**config.mk**
```make
export PLATFORM = sky130hd
export DESIGN_NAME = tdes_sequencer
export DESIGN_NICKNAME = d
export VERILOG_FILES = /design/src/rtl/tdes_sequencer.sv
export SDC_FILE = /design/constraint.sdc
export NUM_CORES = 1
export LEC_CHECK = 0
export CORE_MARGIN = 2
export CORE_UTILIZATION = 40
export CTS_CLUSTER_SIZE = 10
export DETAILED_ROUTE_END_ITERATION = 10
export PLACE_DENSITY = 0.66
export SLEW_MARGIN = 10
export SYNTH_ARGS = -nofsm -noshare
export SYNTH_HDL_FRONTEND = slang
export SYNTH_SLANG_ARGS = --single-unit
```
**constraint.sdc**
```tcl
create_clock -name clk -period 2.8 [get_ports clk]
set_input_delay 0.56 -clock clk [delete_from_list [all_inputs] [get_ports clk]]
set_output_delay 0.56 -clock clk [all_outputs]
set_load 0.01 [all_outputs]
```
**src/rtl/tdes_sequencer.sv**
```systemverilog
// Pass/round sequencer for the iterative Triple-DES core: runs E-D-E or D-E-D over one
// shared round datapath (keying option 2) and pulses des_ready when the result is valid.
module tdes_sequencer #(
  parameter int ROUNDS = 16,
  parameter int IDX_W  = 4
) (
  input  logic             clk,
  input  logic             n_rst,
  input  logic             start,
  input  logic             dir_sel,
  input  logic             abort,
  output logic             busy,
  output logic             core_load,
  output logic             src_sel,
  output logic             round_en,
  output logic [IDX_W-1:0] subkey_idx,
  output logic             pass_dec,
  output logic             key1_act,
  output logic             key2_act,
  output logic             pass_end,
  output logic             des_ready
);

  typedef enum logic [2:0] {
    S_IDLE,
    S_LOAD,
    S_ROUND,
    S_FINISH,
    S_DONE
  } state_t;

  localparam logic [IDX_W-1:0] LAST_RND = IDX_W'(ROUNDS - 1);

  state_t           r_state,     w_state_nxt;
  logic [1:0]       r_pass_cnt,  w_pass_nxt;
  logic [IDX_W-1:0] r_round_cnt, w_round_nxt;
  logic             r_dir_q,     w_dir_nxt;
  logic             w_in_pass;

  // NOTE: sequential state uses non-blocking assignments so every register samples pre-edge values.
  always_ff @(posedge clk or negedge n_rst) begin
    if (!n_rst) begin
      r_state     <= S_IDLE;
      r_pass_cnt  <= '0;
      r_round_cnt <= '0;
      r_dir_q     <= 1'b0;
    end else begin
      r_state     <= w_state_nxt;
      r_pass_cnt  <= w_pass_nxt;
      r_round_cnt <= w_round_nxt;
      r_dir_q     <= w_dir_nxt;
    end
  end

  // NOTE: every variable gets a hold/default value first so no path through the case infers a latch.
  always_comb begin
    w_state_nxt = r_state;
    w_pass_nxt  = r_pass_cnt;
    w_round_nxt = r_round_cnt;
    w_dir_nxt   = r_dir_q;
    if (abort) begin
      w_state_nxt = S_IDLE;
      w_pass_nxt  = '0;
      w_round_nxt = '0;
    end else begin
      case (r_state)
        S_IDLE: begin
          if (start) begin
            w_state_nxt = S_LOAD;
            w_dir_nxt   = dir_sel;
            w_pass_nxt  = '0;
          end
        end
        S_LOAD: begin
          w_state_nxt = S_ROUND;
          w_round_nxt = '0;
        end
        S_ROUND: begin
          if (r_round_cnt == LAST_RND) w_state_nxt = S_FINISH;
          else                         w_round_nxt = r_round_cnt + 1'b1;
        end
        S_FINISH: begin
          if (r_pass_cnt == 2'd2) begin
            w_state_nxt = S_DONE;
          end else begin
            w_state_nxt = S_LOAD;
            w_pass_nxt  = r_pass_cnt + 1'b1;
          end
        end
        S_DONE: begin
          w_state_nxt = S_IDLE;
          w_pass_nxt  = '0;
          w_round_nxt = '0;
        end
        default: begin
          w_state_nxt = S_IDLE;
          w_pass_nxt  = '0;
          w_round_nxt = '0;
        end
      endcase
    end
  end

  // Moore outputs: pure decode of registered state, so reset clears them without a clock.
  assign w_in_pass  = (r_state == S_LOAD) || (r_state == S_ROUND) || (r_state == S_FINISH);
  assign busy       = (r_state != S_IDLE);
  assign core_load  = (r_state == S_LOAD);
  assign round_en   = (r_state == S_ROUND);
  assign pass_end   = (r_state == S_FINISH);
  assign des_ready  = (r_state == S_DONE);
  assign pass_dec   = w_in_pass && (r_dir_q ^ (r_pass_cnt == 2'd1));
  assign key1_act   = w_in_pass && (r_pass_cnt != 2'd1);
  assign key2_act   = w_in_pass && (r_pass_cnt == 2'd1);
  assign src_sel    = w_in_pass && (r_pass_cnt != 2'd0);
  assign subkey_idx = !round_en ? '0 :
                      pass_dec  ? (LAST_RND - r_round_cnt) : r_round_cnt;

endmodule

```
; Word level (Yosys, flattened, before mapping)
; Index checks and enable logic that the tools add are counted.
[op_classes]
addsub = 3
n_eq_ne = 14
n_mux = 14
bitwise = 2
n_reduce_logical = 15
[op_table]
columns = operator, n
row1 = $mux 4, 4
row2 = $mux 3, 4
row3 = $pmux 3 s4, 1
row4 = $ne 3x3->1 const B, 3
row5 = $pmux 4 s2, 1
row6 = $eq 3x2->1 const B, 2
row7 = $mux 2, 3
row8 = $ne 2x1->1 const B, 3
row9 = $pmux 2 s3, 1
row10 = $reduce_and 3->1, 2
row11 = $add 4x1->4 const B, 1
row12 = $eq 4x4->1 const B, 1
row13 = $logic_and 1x1->1, 4
row14 = $reduce_and 2->1, 2
row15 = $reduce_or 2->1, 2
row16 = $sub 4x4->4 const A, 1
row17 = $eq 3x1->1 const B, 1
row18 = $eq 3x3->1 const B, 1
row19 = $logic_not 3->1, 1
row20 = $ne 3x2->1 const B, 1
row21 = $reduce_bool 3->1, 1
row22 = $add 2x1->2 const B, 1
row23 = $eq 2x1->1 const B, 1
row24 = $eq 2x2->1 const B, 1
row25 = 4 further kinds, 5
[totals]
register_bits = 10
inputBits = 5
out_inout_bits = 13
wordCells = 52

; Longest topological paths before layout
[depth]
depth_word = 6
mapped_depth = 6
depth_no_buf = 5

; Least setup slack after synthesis
; Ideal clock, no wire load.
[synth_path]
kind = reg2out
from = register r_pass_cnt[1]
to = output subkey_idx[0]
arrival_time_ns = 1.325
required_ns = 2.240
slack_ns = 0.915
stages_incl_launch_ff = 6
n_path_buf = 0
path_cell_list = dfrtp_1 inv_1 ha_1 xnor2_1 nand2_1 a21oi_1
[synth_via]
elab_chain_len = 5
[synth_lines]
columns = item, line
row1 = from (decl), 35  ; logic [1:0] r_pass_cnt, w_pass_nxt;
row2 = from (signal assigned), 49  ; r_pass_cnt <= w_pass_nxt;
row3 = $eq 2x1->1, 111  ; assign pass_dec = w_in_pass && (r_dir_q ^ (r_pass_cnt == 2'd1));
row4 = $xor 1x1->1, 111
row5 = $logic_and 1x1->1, 111
row6 = $mux 4, 116  ; pass_dec ? (LAST_RND - r_round_cnt) : r_round_cnt;
row7 = $mux 4, 115  ; assign subkey_idx = !round_en ? '0 :
row8 = to (decl), 16  ; output logic [IDX_W-1:0] subkey_idx,
; Every way passes these cells.

; Final worst setup path
[layout_path]
from = register r_pass_cnt[1]
to = output subkey_idx[1]
; The elaborated chain is that of the path after synthesis.

==> results.toml <==
[route]
detail_route.iter0.violations = 18
detail_route.vias_per_cell = 5.49
drt-total-wl_um = 1550
wl_per_cell_um = 14.0
detailed_routing_iterations_pass_1 = 4
vias = 609
dr_drc_count = 0
final_antenna_net_count = 0

[critical_path]
type_of_the_setup_path_with_the_least_slack = "flip-flop to output port"
beginning_of_the_critical_path = "r_pass_cnt[1]"
critical_path.reg2reg.startpoint = "r_state[2]"
r2r-end = "r_round_cnt[3]"
critical_path_peak_fanout = 7
setup.worst_path.start_class = "flip-flop"
timing.critical_path.arrival_ns = 2.08
critPathCapture = "subkey_idx[1]"
required_ns = 2.24
worst_r2r_path_depth = 3
timing.reg2reg.setup_slack_ns = 1.14
critical_path.endpoint_type = "output port"

[clock_network]
clk_pin_slew_worst_paths_ns = 0.08
cts_tree = "done"
post_cts_buffers = 0
cts-root-buf = "clkbuf_4"
htreeDepth = 1
clock_tree.buffer_depth = 2
cts_inserted_buffers = 3
post_cts_hold_buffer_count = 0
clock_sinks = 10
worst_skew_pair.late_latency_ns = 0.27

[sta]
tightestPinTransition_ns = 0.543
slew_headroom_pct = 63.3
grt_setup_unrepaired = "false"
finalSetupViolCount = 0
post-route-worst-setup-slack_ns = 0.164
finalCriticalPeriod_ns = 2.64
post-route-period-util_pct = 94.1
hold_viol = 0
fin_setup_tns_ns = 0
drv_slew = 0
highest_clock_rate_ghz = 0.379
clock-skew-final_ns = 0.00667

[floorplan]
rows = 15
design.portCount = 18
fp.dieArea_um2 = 2110
floorplan.initialDensity_pct = 41.6
floorplan.die.width_um = 45.9
core_region_area_um2 = 1690
die-height_um = 45.9

[placed_design]
place.detailed.hpwl_um = 1160
placed_instance_count = 107
port-buffer-count = 17
pre_cts_ws_ns = 0.325
gp_congestion = 0.720

[power]
powerDensity_nw_per_um2 = 532
p_switching_mw = 0.154
p_seq_share_pct = 36.3
totalPowerFinal_mw = 0.486
leakagePower_nw = 0.400
peakVddDrop_mv = 0.284
share_clk_of_total_power_pct = 27.7
pwr-share-comb_pct = 36.0
cell_internal_pwr_mw = 0.332
power_switching_share_pct = 31.8

[synthesis]
ys_dominant_reg_cell = "dfrtp_1"
synthTopCellsByArea = "dfrtp_1 (36%), ha_1 (7.1%), nor2_1 (3.7%)"
seq_area_frac_synth_pct = 35.6
synth_nets = 86
synth_enable_flop_cells = 0
ys.warnings.count = 0
post-synth-top-area-cell = "dfrtp_1"
yosysTopAreaCellShare_pct = 35.6
synth.ff_latch_count = 10
post_synth_instance_area_um2 = 703
ys_types = 36
postSynthAreaPerCell_um2 = 9.13
ys_async_sr_fraction_pct = 100
postSynthCellCount = 77

[cells_and_area]
layout-area-overhead-vs-synth_pct = 29.9
antennaDiodeCount = 0
layout.core_utilization_pct = 54.1
post_route_cells_drive_above_1_share_pct = 11.7
nNetsFinal = 104
finish.cell_count_without_fillers = 111

[global_routing]
grt_pass1_vias = 550
grt_usage_pct = 17.1
grt_max_degree = 14
antenna_found_initial = 0
global_route_wire_length_before_repair_um = 2540
grt_overflow_total = 0

[run_status]
status = "completed"

[min_path]
holdCritPathClass = "flip-flop to flip-flop"

[job]
max-cap-violations = 0
power groups by stage:
stage | Combinational [mW] | Clock (mW) | Sequential, mW
final | 0.175 | 0.135 | 0.176
after global routing | 0.193 | 0.146 | 0.179
after CTS | 0.173 | 0.138 | 0.174
after detailed placement | 0.172 | 0 | 0.177
after global placement | 0.170 | 0 | 0.177
after floorplan | 0.121 | 0 | 0.165
per-layer routing:
layer | vias up | global-route usage [%] | part of all wire [%]
li1 | 305 | - | -
met5 | - | 0 | 0
met2 | 18 | 24.2 | 44
met4 | 0 | 8.57 | 1.2
met3 | 2 | 2.38 | 3.3
met1 | 284 | 24.9 | 51
state kept, by name (all words and copies together), names as in the netlist:
signal	flops
r_dir_q	1
r_pass_cnt	2
r_round_cnt	4
r_state	3
what timing repair did:
action | in CTS | in global routing
hold endpoints to repair | 0 | 0
gates resized for setup | 0 | 2
endpoints found under the setup margin | 0 | 4
per-stage QoR:
stage / area [um2] / hold slack, ns
finish: 913 / 0.581
global route: 913 / 0.628
CTS: 903 / 0.561
detailed placement: 867 / 0.545
global placement: 867 / 0.540
floorplan: 703 / 0.264
Yosys cell counts (2+ instances only):
library cell,number
dfrtp_1,10
nor2_1,7
inv_1,5
nand2_1,5
ha_1,4
nor3_1,3
o21ai_0,3
or2_2,3
xnor2_1,3
a21oi_1,2
a22oi_1,2
and2_1,2
and3b_1,2
mux2i_1,2
nand3_1,2
nor3b_1,2
worst min path at each step:
stage,start,endpoint,slack (ns),cells after the start
global route,n_rst,r_round_cnt[3],0.63,1
floorplan,n_rst,r_dir_q,0.26,0
CTS,r_dir_q,r_dir_q,0.56,1
detailed placement,r_dir_q,r_dir_q,0.54,1
finish,r_round_cnt[1],r_round_cnt[1],0.58,1
global placement,r_dir_q,r_dir_q,0.54,1
cell families (layout without fill, tap and decap cells):
family                   Yosys count  in the layout  share of synthesized area, %
AO/OA/AOI/OAI                     14             14                          14.8
XOR/XNOR                           4              4                          4.98
adder cells (fa/ha/maj)            4              4                          7.12
buffers and inverters              9             26                          6.58
flip-flops                        10             10                          35.6
multiplexers                       3              3                          4.45
AND/OR/NAND/NOR                   33             33                          26.5
area by class of cell:
cell class	instances	area, um2
Clock buffer	4	36.3
Inverter	5	18.8
Tap cell	17	21.3
Multi-Input combinational cell	58	417
Timing Repair Buffer	17	170
Fill cell	162	776
Sequential cell	10	250
placed cells by master (no fill, tap or decap), drive strengths merged, types with 2 or more instances in the layout:
master / instances
clkdlybuf4s50: 17
dfrtp: 10
nor2: 7
inv: 5
nand2: 5
ha: 4
clkbuf: 4
nor3: 3
or2: 3
o21ai: 3
xnor2: 3
nor3b: 2
and3b: 2
and2: 2
a21oi: 2
nand3: 2
a22oi: 2
mux2i: 2
critical path: stages (launching register included):
cell,delay (ns)
dfrtp_1,0.39
inv_1,0.10
ha_2,0.22
xnor2_2,0.13
or2_2,0.29
a21oi_1,0.12
clkdlybuf4s50_1,0.55
No activity file was read; power rests on OpenSTA's default activity.
